**config.mk**
```make
export PLATFORM = sky130hd
export DESIGN_NAME = string_line_selector
export DESIGN_NICKNAME = d
export VERILOG_FILES = /design/src/rtl/string_art_pkg.sv /design/src/rtl/string_line_selector_pin_coord_rom.sv /design/src/rtl/string_line_selector.sv
export SDC_FILE = /design/constraint.sdc
export NUM_CORES = 1
export LEC_CHECK = 0
export BUFFER_PORTS_ARGS = -buffer_cell sky130_fd_sc_hd__buf_2
export CAP_MARGIN = 10
export CORE_UTILIZATION = 55
export CTS_CLUSTER_SIZE = 10
export DETAILED_ROUTE_END_ITERATION = 10
export PLACE_DENSITY = 0.74
export RECOVER_POWER = 25
export SETUP_SLACK_MARGIN = 0.5
export SLEW_MARGIN = 20
export SYNTH_ARGS = -nofsm -noshare
export SYNTH_HDL_FRONTEND = slang
export SYNTH_SLANG_ARGS = --single-unit
export TNS_END_PERCENT = 20
```
**constraint.sdc**
```tcl
create_clock -name clk -period 6.4 [get_ports clk]
set_input_delay 0 -clock clk [delete_from_list [all_inputs] [get_ports clk]]
set_output_delay 0 -clock clk [all_outputs]
set_load 0.02 [all_outputs]
```
**src/rtl/string_art_pkg.sv**
```systemverilog
// Shared types and defaults for the string-art line selector and its pin ROM.
package string_art_pkg;

  localparam int NUM_PINS = 256;
  localparam int MIN_GAP  = 20;
  localparam int PIN_W    = 8;
  localparam int COORD_W  = 9;
  localparam int RED_W    = 19;

  localparam logic signed [RED_W-1:0] RED_MIN = {1'b1, {(RED_W-1){1'b0}}};

  typedef enum logic [3:0] {
    IDLE,
    LOOKUP,
    REQ,
    RESP,
    CHECK,
    CMT_LOOKUP,
    CMT_REQ,
    CMT_RESP,
    DONE
  } sel_state_t;

  typedef enum logic {
    MODE_EVAL   = 1'b0,
    MODE_COMMIT = 1'b1
  } sol_mode_t;

endpackage

```
**src/rtl/string_line_selector_pin_coord_rom.sv**
```systemverilog
// Dual-read synchronous ROM: pin index -> (x,y) on a radius-127 circle centred at (128,128).
module pin_coord_rom
  import string_art_pkg::*;
#(
  parameter int NUM_PINS = string_art_pkg::NUM_PINS,
  parameter int PIN_W    = string_art_pkg::PIN_W,
  parameter int COORD_W  = string_art_pkg::COORD_W
) (
  input  logic               clk,
  input  logic [PIN_W-1:0]   addr_a,
  input  logic [PIN_W-1:0]   addr_b,
  output logic [COORD_W-1:0] x_a,
  output logic [COORD_W-1:0] y_a,
  output logic [COORD_W-1:0] x_b,
  output logic [COORD_W-1:0] y_b
);

  localparam int ENTRY_W = 2 * COORD_W;

  // cos/sin of 2*pi/256 in Q30; the table is built by repeated fixed-point rotation
  localparam longint COS_Q30 = 64'sd1073418430;
  localparam longint SIN_Q30 = 64'sd26350944;

  function automatic logic [NUM_PINS*ENTRY_W-1:0] build_table();
    logic [NUM_PINS*ENTRY_W-1:0] tbl;
    longint x, y, nx, ny, px, py;
    tbl = '0;
    x = longint'(127) <<< 20;
    y = 0;
    for (int p = 0; p < NUM_PINS; p++) begin
      px = ((x + (longint'(1) <<< 19)) >>> 20) + 128;
      py = ((y + (longint'(1) <<< 19)) >>> 20) + 128;
      tbl[p*ENTRY_W +: ENTRY_W] = {COORD_W'(px), COORD_W'(py)};
      nx = (x * COS_Q30 - y * SIN_Q30) >>> 30;
      ny = (x * SIN_Q30 + y * COS_Q30) >>> 30;
      x = nx;
      y = ny;
    end
    return tbl;
  endfunction

  localparam logic [NUM_PINS*ENTRY_W-1:0] COORD_TABLE = build_table();

  always_ff @(posedge clk) begin
    {x_a, y_a} <= COORD_TABLE[int'(addr_a)*ENTRY_W +: ENTRY_W];
    {x_b, y_b} <= COORD_TABLE[int'(addr_b)*ENTRY_W +: ENTRY_W];
  end

endmodule

```
**src/rtl/string_line_selector.sv**
```systemverilog
// Greedy line chooser: sweeps legal destination pins through the solver, commits the best line.
// Optional cycle counter output perf_cycles is enabled with SELECTOR_PERF_CNT_EN.
module string_line_selector
  import string_art_pkg::*;
#(
  parameter int NUM_PINS = string_art_pkg::NUM_PINS,
  parameter int MIN_GAP  = string_art_pkg::MIN_GAP,
  parameter int PIN_W    = string_art_pkg::PIN_W,
  parameter int COORD_W  = string_art_pkg::COORD_W,
  parameter int RED_W    = string_art_pkg::RED_W
) (
  input  logic                    clk,
  input  logic                    reset,
  input  logic                    cmd_val,
  output logic                    cmd_rdy,
  input  logic [PIN_W-1:0]        cmd_pin,
  output logic                    sol_req_val,
  input  logic                    sol_req_rdy,
  output logic [COORD_W-1:0]      sol_req_p1_x,
  output logic [COORD_W-1:0]      sol_req_p1_y,
  output logic [COORD_W-1:0]      sol_req_p2_x,
  output logic [COORD_W-1:0]      sol_req_p2_y,
  output logic                    sol_change,
  output logic                    sol_mode,
  input  logic                    sol_resp_val,
  output logic                    sol_resp_rdy,
  input  logic signed [RED_W-1:0] sol_resp_reduction,
  output logic                    res_val,
  input  logic                    res_rdy,
  output logic [PIN_W-1:0]        res_pin,
  output logic signed [RED_W-1:0] res_reduction,
  output logic                    res_found
`ifdef SELECTOR_PERF_CNT_EN
  ,
  output logic [31:0]             perf_cycles
`endif
);

  localparam logic signed [RED_W-1:0] BEST_INIT = {1'b1, {(RED_W-1){1'b0}}};

  sel_state_t              state;
  sol_mode_t               mode;
  logic                    lookup_phase;
  logic [PIN_W-1:0]        cur;
  logic [PIN_W-1:0]        cand;
  logic [PIN_W-1:0]        best_pin;
  logic [PIN_W-1:0]        last_cand;
  logic [PIN_W-1:0]        rom_addr_b;
  logic signed [RED_W-1:0] best;
  logic [COORD_W-1:0]      rom_x_a, rom_y_a, rom_x_b, rom_y_b;
  logic [COORD_W-1:0]      dx, dy;
  logic                    steep;

  assign rom_addr_b = (state == CMT_LOOKUP) ? best_pin : cand;
  assign last_cand  = cur - PIN_W'(MIN_GAP);
  assign sol_mode   = mode;

  pin_coord_rom #(
    .NUM_PINS(NUM_PINS),
    .PIN_W   (PIN_W),
    .COORD_W (COORD_W)
  ) u_rom (
    .clk   (clk),
    .addr_a(cur),
    .addr_b(rom_addr_b),
    .x_a   (rom_x_a),
    .y_a   (rom_y_a),
    .x_b   (rom_x_b),
    .y_b   (rom_y_b)
  );

  // Unsigned distances, larger minus smaller, decide whether the axes are swapped
  always_comb begin
    dx    = (rom_x_b >= rom_x_a) ? rom_x_b - rom_x_a : rom_x_a - rom_x_b;
    dy    = (rom_y_b >= rom_y_a) ? rom_y_b - rom_y_a : rom_y_a - rom_y_b;
    steep = dy > dx;
  end

  always_ff @(posedge clk) begin
    if (!reset) begin
      state         <= IDLE;
      mode          <= MODE_EVAL;
      lookup_phase  <= 1'b0;
      cur           <= '0;
      cand          <= '0;
      best_pin      <= '0;
      best          <= '0;
      cmd_rdy       <= 1'b1;
      sol_req_val   <= 1'b0;
      sol_resp_rdy  <= 1'b0;
      sol_change    <= 1'b0;
      sol_req_p1_x  <= '0;
      sol_req_p1_y  <= '0;
      sol_req_p2_x  <= '0;
      sol_req_p2_y  <= '0;
      res_val       <= 1'b0;
      res_pin       <= '0;
      res_reduction <= '0;
      res_found     <= 1'b0;
    end else begin
      case (state)
        IDLE: begin
          if (cmd_val) begin
            cur          <= cmd_pin;
            cand         <= cmd_pin + PIN_W'(MIN_GAP);
            best_pin     <= cmd_pin + PIN_W'(MIN_GAP);
            best         <= BEST_INIT;
            cmd_rdy      <= 1'b0;
            mode         <= MODE_EVAL;
            lookup_phase <= 1'b0;
            state        <= LOOKUP;
          end
        end
        // First cycle presents the ROM address, second cycle captures the coordinates
        LOOKUP, CMT_LOOKUP: begin
          if (!lookup_phase) begin
            lookup_phase <= 1'b1;
          end else begin
            lookup_phase <= 1'b0;
            sol_change   <= steep;
            if (steep) begin
              sol_req_p1_x <= rom_y_a;
              sol_req_p1_y <= rom_x_a;
              sol_req_p2_x <= rom_y_b;
              sol_req_p2_y <= rom_x_b;
            end else begin
              sol_req_p1_x <= rom_x_a;
              sol_req_p1_y <= rom_y_a;
              sol_req_p2_x <= rom_x_b;
              sol_req_p2_y <= rom_y_b;
            end
            sol_req_val <= 1'b1;
            if (state == LOOKUP) begin
              mode  <= MODE_EVAL;
              state <= REQ;
            end else begin
              mode  <= MODE_COMMIT;
              state <= CMT_REQ;
            end
          end
        end
        REQ, CMT_REQ: begin
          if (sol_req_rdy) begin
            sol_req_val  <= 1'b0;
            sol_resp_rdy <= 1'b1;
            state        <= (state == REQ) ? RESP : CMT_RESP;
          end
        end
        RESP: begin
          if (sol_resp_val) begin
            sol_resp_rdy <= 1'b0;
            if (sol_resp_reduction > best) begin
              best     <= sol_resp_reduction;
              best_pin <= cand;
            end
            if (cand == last_cand) begin
              state <= CHECK;
            end else begin
              cand  <= cand + 1'b1;
              state <= LOOKUP;
            end
          end
        end
        CHECK: begin
          if (!best[RED_W-1] && best != '0) begin
            state <= CMT_LOOKUP;
          end else begin
            res_val       <= 1'b1;
            res_pin       <= best_pin;
            res_reduction <= best;
            res_found     <= 1'b0;
            state         <= DONE;
          end
        end
        // The commit response carries nothing useful; only the handshake matters
        CMT_RESP: begin
          if (sol_resp_val) begin
            sol_resp_rdy  <= 1'b0;
            res_val       <= 1'b1;
            res_pin       <= best_pin;
            res_reduction <= best;
            res_found     <= 1'b1;
            state         <= DONE;
          end
        end
        DONE: begin
          if (res_rdy) begin
            res_val <= 1'b0;
            cmd_rdy <= 1'b1;
            state   <= IDLE;
          end
        end
        default: state <= IDLE;
      endcase
    end
  end

`ifdef SELECTOR_PERF_CNT_EN
  always_ff @(posedge clk) begin
    if (!reset) begin
      perf_cycles <= '0;
    end else if (state == IDLE && cmd_val) begin
      perf_cycles <= '0;
    end else if (state != IDLE && state != DONE && perf_cycles != '1) begin
      perf_cycles <= perf_cycles + 32'd1;
    end
  end
`endif

endmodule

```
==> results.tsv <==
stage	metric	value	unit
critical_path	crit path from	u_rom.x_a[6]	
route	Routed WL	37.8	mm
floorplanning	starting density of the core	56.4	%
yosys	post-synthesis compound-gate area fraction	29.8	%
power	Int Power	3.31	mW
yosys	Mapped Area	12400	um^2
yosys	Simple-Gate Fraction of Synth Area	17.7	%
global_routing	first-pass GRT wire length	61.1	mm
route	# DRC	10	
critical_path	CP delay by family, top	compound AO/OA/AOI/OAI gates	
clocking	Root Buffer	clkbuf_16	
clocking	# H-tree levels	4	
yosys	leading area contributor after synthesis	dfxtp_1	
layout	antenna diode count	0	
route	Avg WL per Cell	19.0	um
critical_path	Reg2Reg Setup Slack	1550	ps
placement	area of placed instances	12800	um^2
global_routing	pin count of the biggest net entering global routing	89	
clocking	number of buffers created by CTS	17	
clocking	Max Root-Sink Buffers	2	
critical_path	crit path kind	register to register	
timing	Max-slew headroom	22.0	%
yosys	synthesized flop and latch total	146	
placement	Placed Cells incl. Taps	1929	
power	Leak	5.58	nW
timing	TNS Setup	0	ps
timing	fin crit share	75.8	%
yosys	adder and majority gate portion of the synthesized area	9.13	%
placement	dpl hpwl	26.1	mm
timing	setup violators final	0	
critical_path	total stage count of the critical path	17	
clocking	worst-skew pair later-pin latency	430	ps
power	sw frac	45.5	%
run	Max-Cap Viols	0	
layout	final net count	1818	
yosys	Mean Syn Cell Area	7.40	um^2
power	PD cells	446	nW/um^2
yosys	number of distinct library cells after synthesis	82	
yosys	top-count cell post-synth	nand2_1	
power	Seq pwr share	20.5	%
critical_path	CP peak stage delay	520	ps
placement	PortBufs	98	
critical_path	crit path to	sol_req_p2_x[3]	
global_routing	initial antenna violation count	0	
floorplanning	full die area	23100	um^2
critical_path	CP Launch Type	register	
layout	fillers	2027	
yosys	largest family of logic cells by synthesized area	compound AO/OA/AOI/OAI gates	
critical_path	Bufs and invs on worst path	2	
timing	FMAX	206	MHz
global_routing	grt total ovfl	0	
clocking	Clock transition at path regs	70	ps
timing	hold slack	198	ps
min_path	Worst Hold Class	input pin to register	
power	total power	6.08	mW
power	total net switching power	2.77	mW
clocking	TritonCTS clock tree	yes	
timing	Final Skew	16.5	ps
run_status	outcome	finished with violations	
critical_path	Max FO, Critical Path	20	
floorplanning	Cell Rows	54	
critical_path	WP data required	6660	ps
route	vias per inst	6.38	
layout	area delta synth->final	9.90	%
critical_path	worst r2r path cells	17	
route	post-route ant nets	0	
clocking	clock sinks	146	
yosys	Synth area leaders	dfxtp_1 24%, ha_1 8.5%, a21oi_1 7.5%	
yosys	Post-Synth XOR/XNOR Area	2.05	%
global_routing	vias in the first global route	11800	
yosys	EDFF count, synth	0	
yosys	Synth Flop Type	dfxtp_1	
critical_path	worst-path cell chain	inv_1 -> ha_1 -> and2_1 -> a221oi_1 -> nand4_1 -> o211ai_1 -> mux2i_1 -> o21ai_1 -> a211oi_1 -> xor2_1 -> ha_1 -> a211oi_1 -> a21oi_1 -> o31ai_4 -> buf_4 -> mux2i_1 -> a21oi_1	
critical_path	Worst Path Arrival	5110	ps
yosys	top cells by count, synth	205 x nand2_1, 186 x a21oi_1, 152 x o21ai_0	
layout	layout cells sized above 1	8.77	%
power	Clk pwr share	18.0	%
yosys	Synth Instances	1674	
yosys	Yosys top cell area share	23.6	%
yosys	Seq/Total Area, Yosys	23.6	%
critical_path	CP endpoint kind	register	
floorplanning	die width	152	um
timing	Worst Tran Pin Value	1160	ps
floorplanning	IO Pins	103	
timing	RSZ-0062 raised after global routing	no	
timing	Fin. Hold Viols	0	
route	number of DRC markers in iteration 0	1158	
placement	gpl congestion	0.960	
yosys	ys async rst share	0	%
power	Combinational Power Share	61.5	%
critical_path	Worst path slowest cell	o211ai_1	
layout	post-layout instance area	13600	um^2
power	maximum VDD drop	0.486	mV
layout	Finished Layout Cells	1990	
timing	Slew Limit Fails	0	
global_routing	GR Util All Layers	32.1	%
yosys	mux share of post-synthesis cell area	9.82	%
run_status	failing checks	design-rule violations	
floorplanning	Die H	152	um
timing	post-layout minimum cycle time	4850	ps
route	Vias	12700	
route	First-pass DRT Iterations	9	
yosys	synth warn	0	
critical_path	worst flop-to-flop path startpoint	u_rom.x_a[6]	
min_path	WHS Path Cells	3	
critical_path	worst flop-to-flop path endpoint	sol_req_p2_x[3]	
floorplanning	core footprint	22000	um^2
## stage by stage
stage	worst slack (ps)	util [%]
final	1550	62.0
after global routing	1140	62.0
after CTS	1550	62.3
after detailed placement	1600	58.1
after global placement	1750	58.1
after floorplan	2230	-
## what timing repair did
item	in CTS	in global routing
resized for setup	0	0
buffers inserted	0	0
endpoints found under the hold margin	33	0
hold buffers	29	0
## worst reg2reg max path, cell delays in order (launching register included)
cell and delay (ps):
dfxtp_1 370, inv_1 60, ha_1 370, and2_1 180, a221oi_1 440, nand4_1 140
o211ai_1 520, mux2i_1 320, o21ai_1 140, a211oi_1 380, xor2_1 200, ha_1 280
a211oi_1 240, a21oi_1 130, o31ai_4 200, buf_4 360, mux2i_1 260, a21oi_1 90
## layout make-up
type,instances,area [um^2],share of cell area (%)
timing repair buffer,144,842,6.19
clock buffer,17,425,3.13
inverter,93,349,2.57
tap,280,350,2.57
multi-input combinational,1295,8510,62.5
sequential,146,2930,21.5
clock inverter,15,206,1.52
## routing by layer
| metal | GRT usage (%) | up-vias | part of all wire [%] |
|---|---|---|---|
| met1 | 43.4 | 6002 | 44 |
| li1 | - | 6051 | - |
| met5 | 0 | - | 0 |
| met3 | 4.73 | 70 | 7.2 |
| met2 | 53.5 | 576 | 47 |
| met4 | 8.50 | 0 | 2.0 |
## kinds of logic (layout without fill, tap and decap cells)
group / Yosys count / count (layout)
other cells: 1 / 4
mux: 99 / 99
flops: 146 / 146
xor+xnor: 29 / 29
compound gates: 591 / 591
simple gates: 484 / 484
fa+ha+maj: 88 / 88
buf+inv: 236 / 269
## flip-flops by register name, indices dropped and copies added, names as in the netlist, 4 cells and up
register       cells
sol_req_p2_y       8
best_pin           8
u_rom.y_a          8
cur                8
best              19
res_reduction     19
state              4
sol_req_p1_x       8
u_rom.x_a          8
cand               8
sol_req_p2_x       8
sol_req_p1_y       8
u_rom.x_b          8
res_pin            8
u_rom.y_b          8
## worst min path at each step
stage	slack, ps	endpoint	start
3_3_place_gp	240	best[0]	sol_resp_reduction[0]
3_5_place_dp	240	best[0]	sol_resp_reduction[0]
6_report	200	best[16]	reset
2_1_floorplan	130	best[0]	sol_resp_reduction[0]
4_1_cts	190	best[16]	reset
5_1_grt	210	best[13]	reset
## layout by cell type (no fill, tap or decap), types with 31 or more instances in the layout
master / netlist / routed
dfxtp_1: 146 / 144
clkbuf_1: 97 / 53
inv_1: 90 / 90
nand3_1: 31 / 31
mux2i_1: 68 / 68
o21ai_0: 152 / 152
nand2_1: 205 / 205
nor2_1: 127 / 127
ha_1: 84 / 84
a21oi_1: 186 / 186
buf_2: 23 / 45
## power groups by stage
stage	Clock, mW	Combinational (mW)	Sequential [mW]
6_report	1.10	3.74	1.24
3_3_place_gp	0	3.58	1.26
5_1_grt	1.14	4.10	1.26
2_1_floorplan	0	2.97	1.15
3_5_place_dp	0	3.65	1.26
4_1_cts	1.10	3.70	1.24
(Power assumes the default switching activity.)
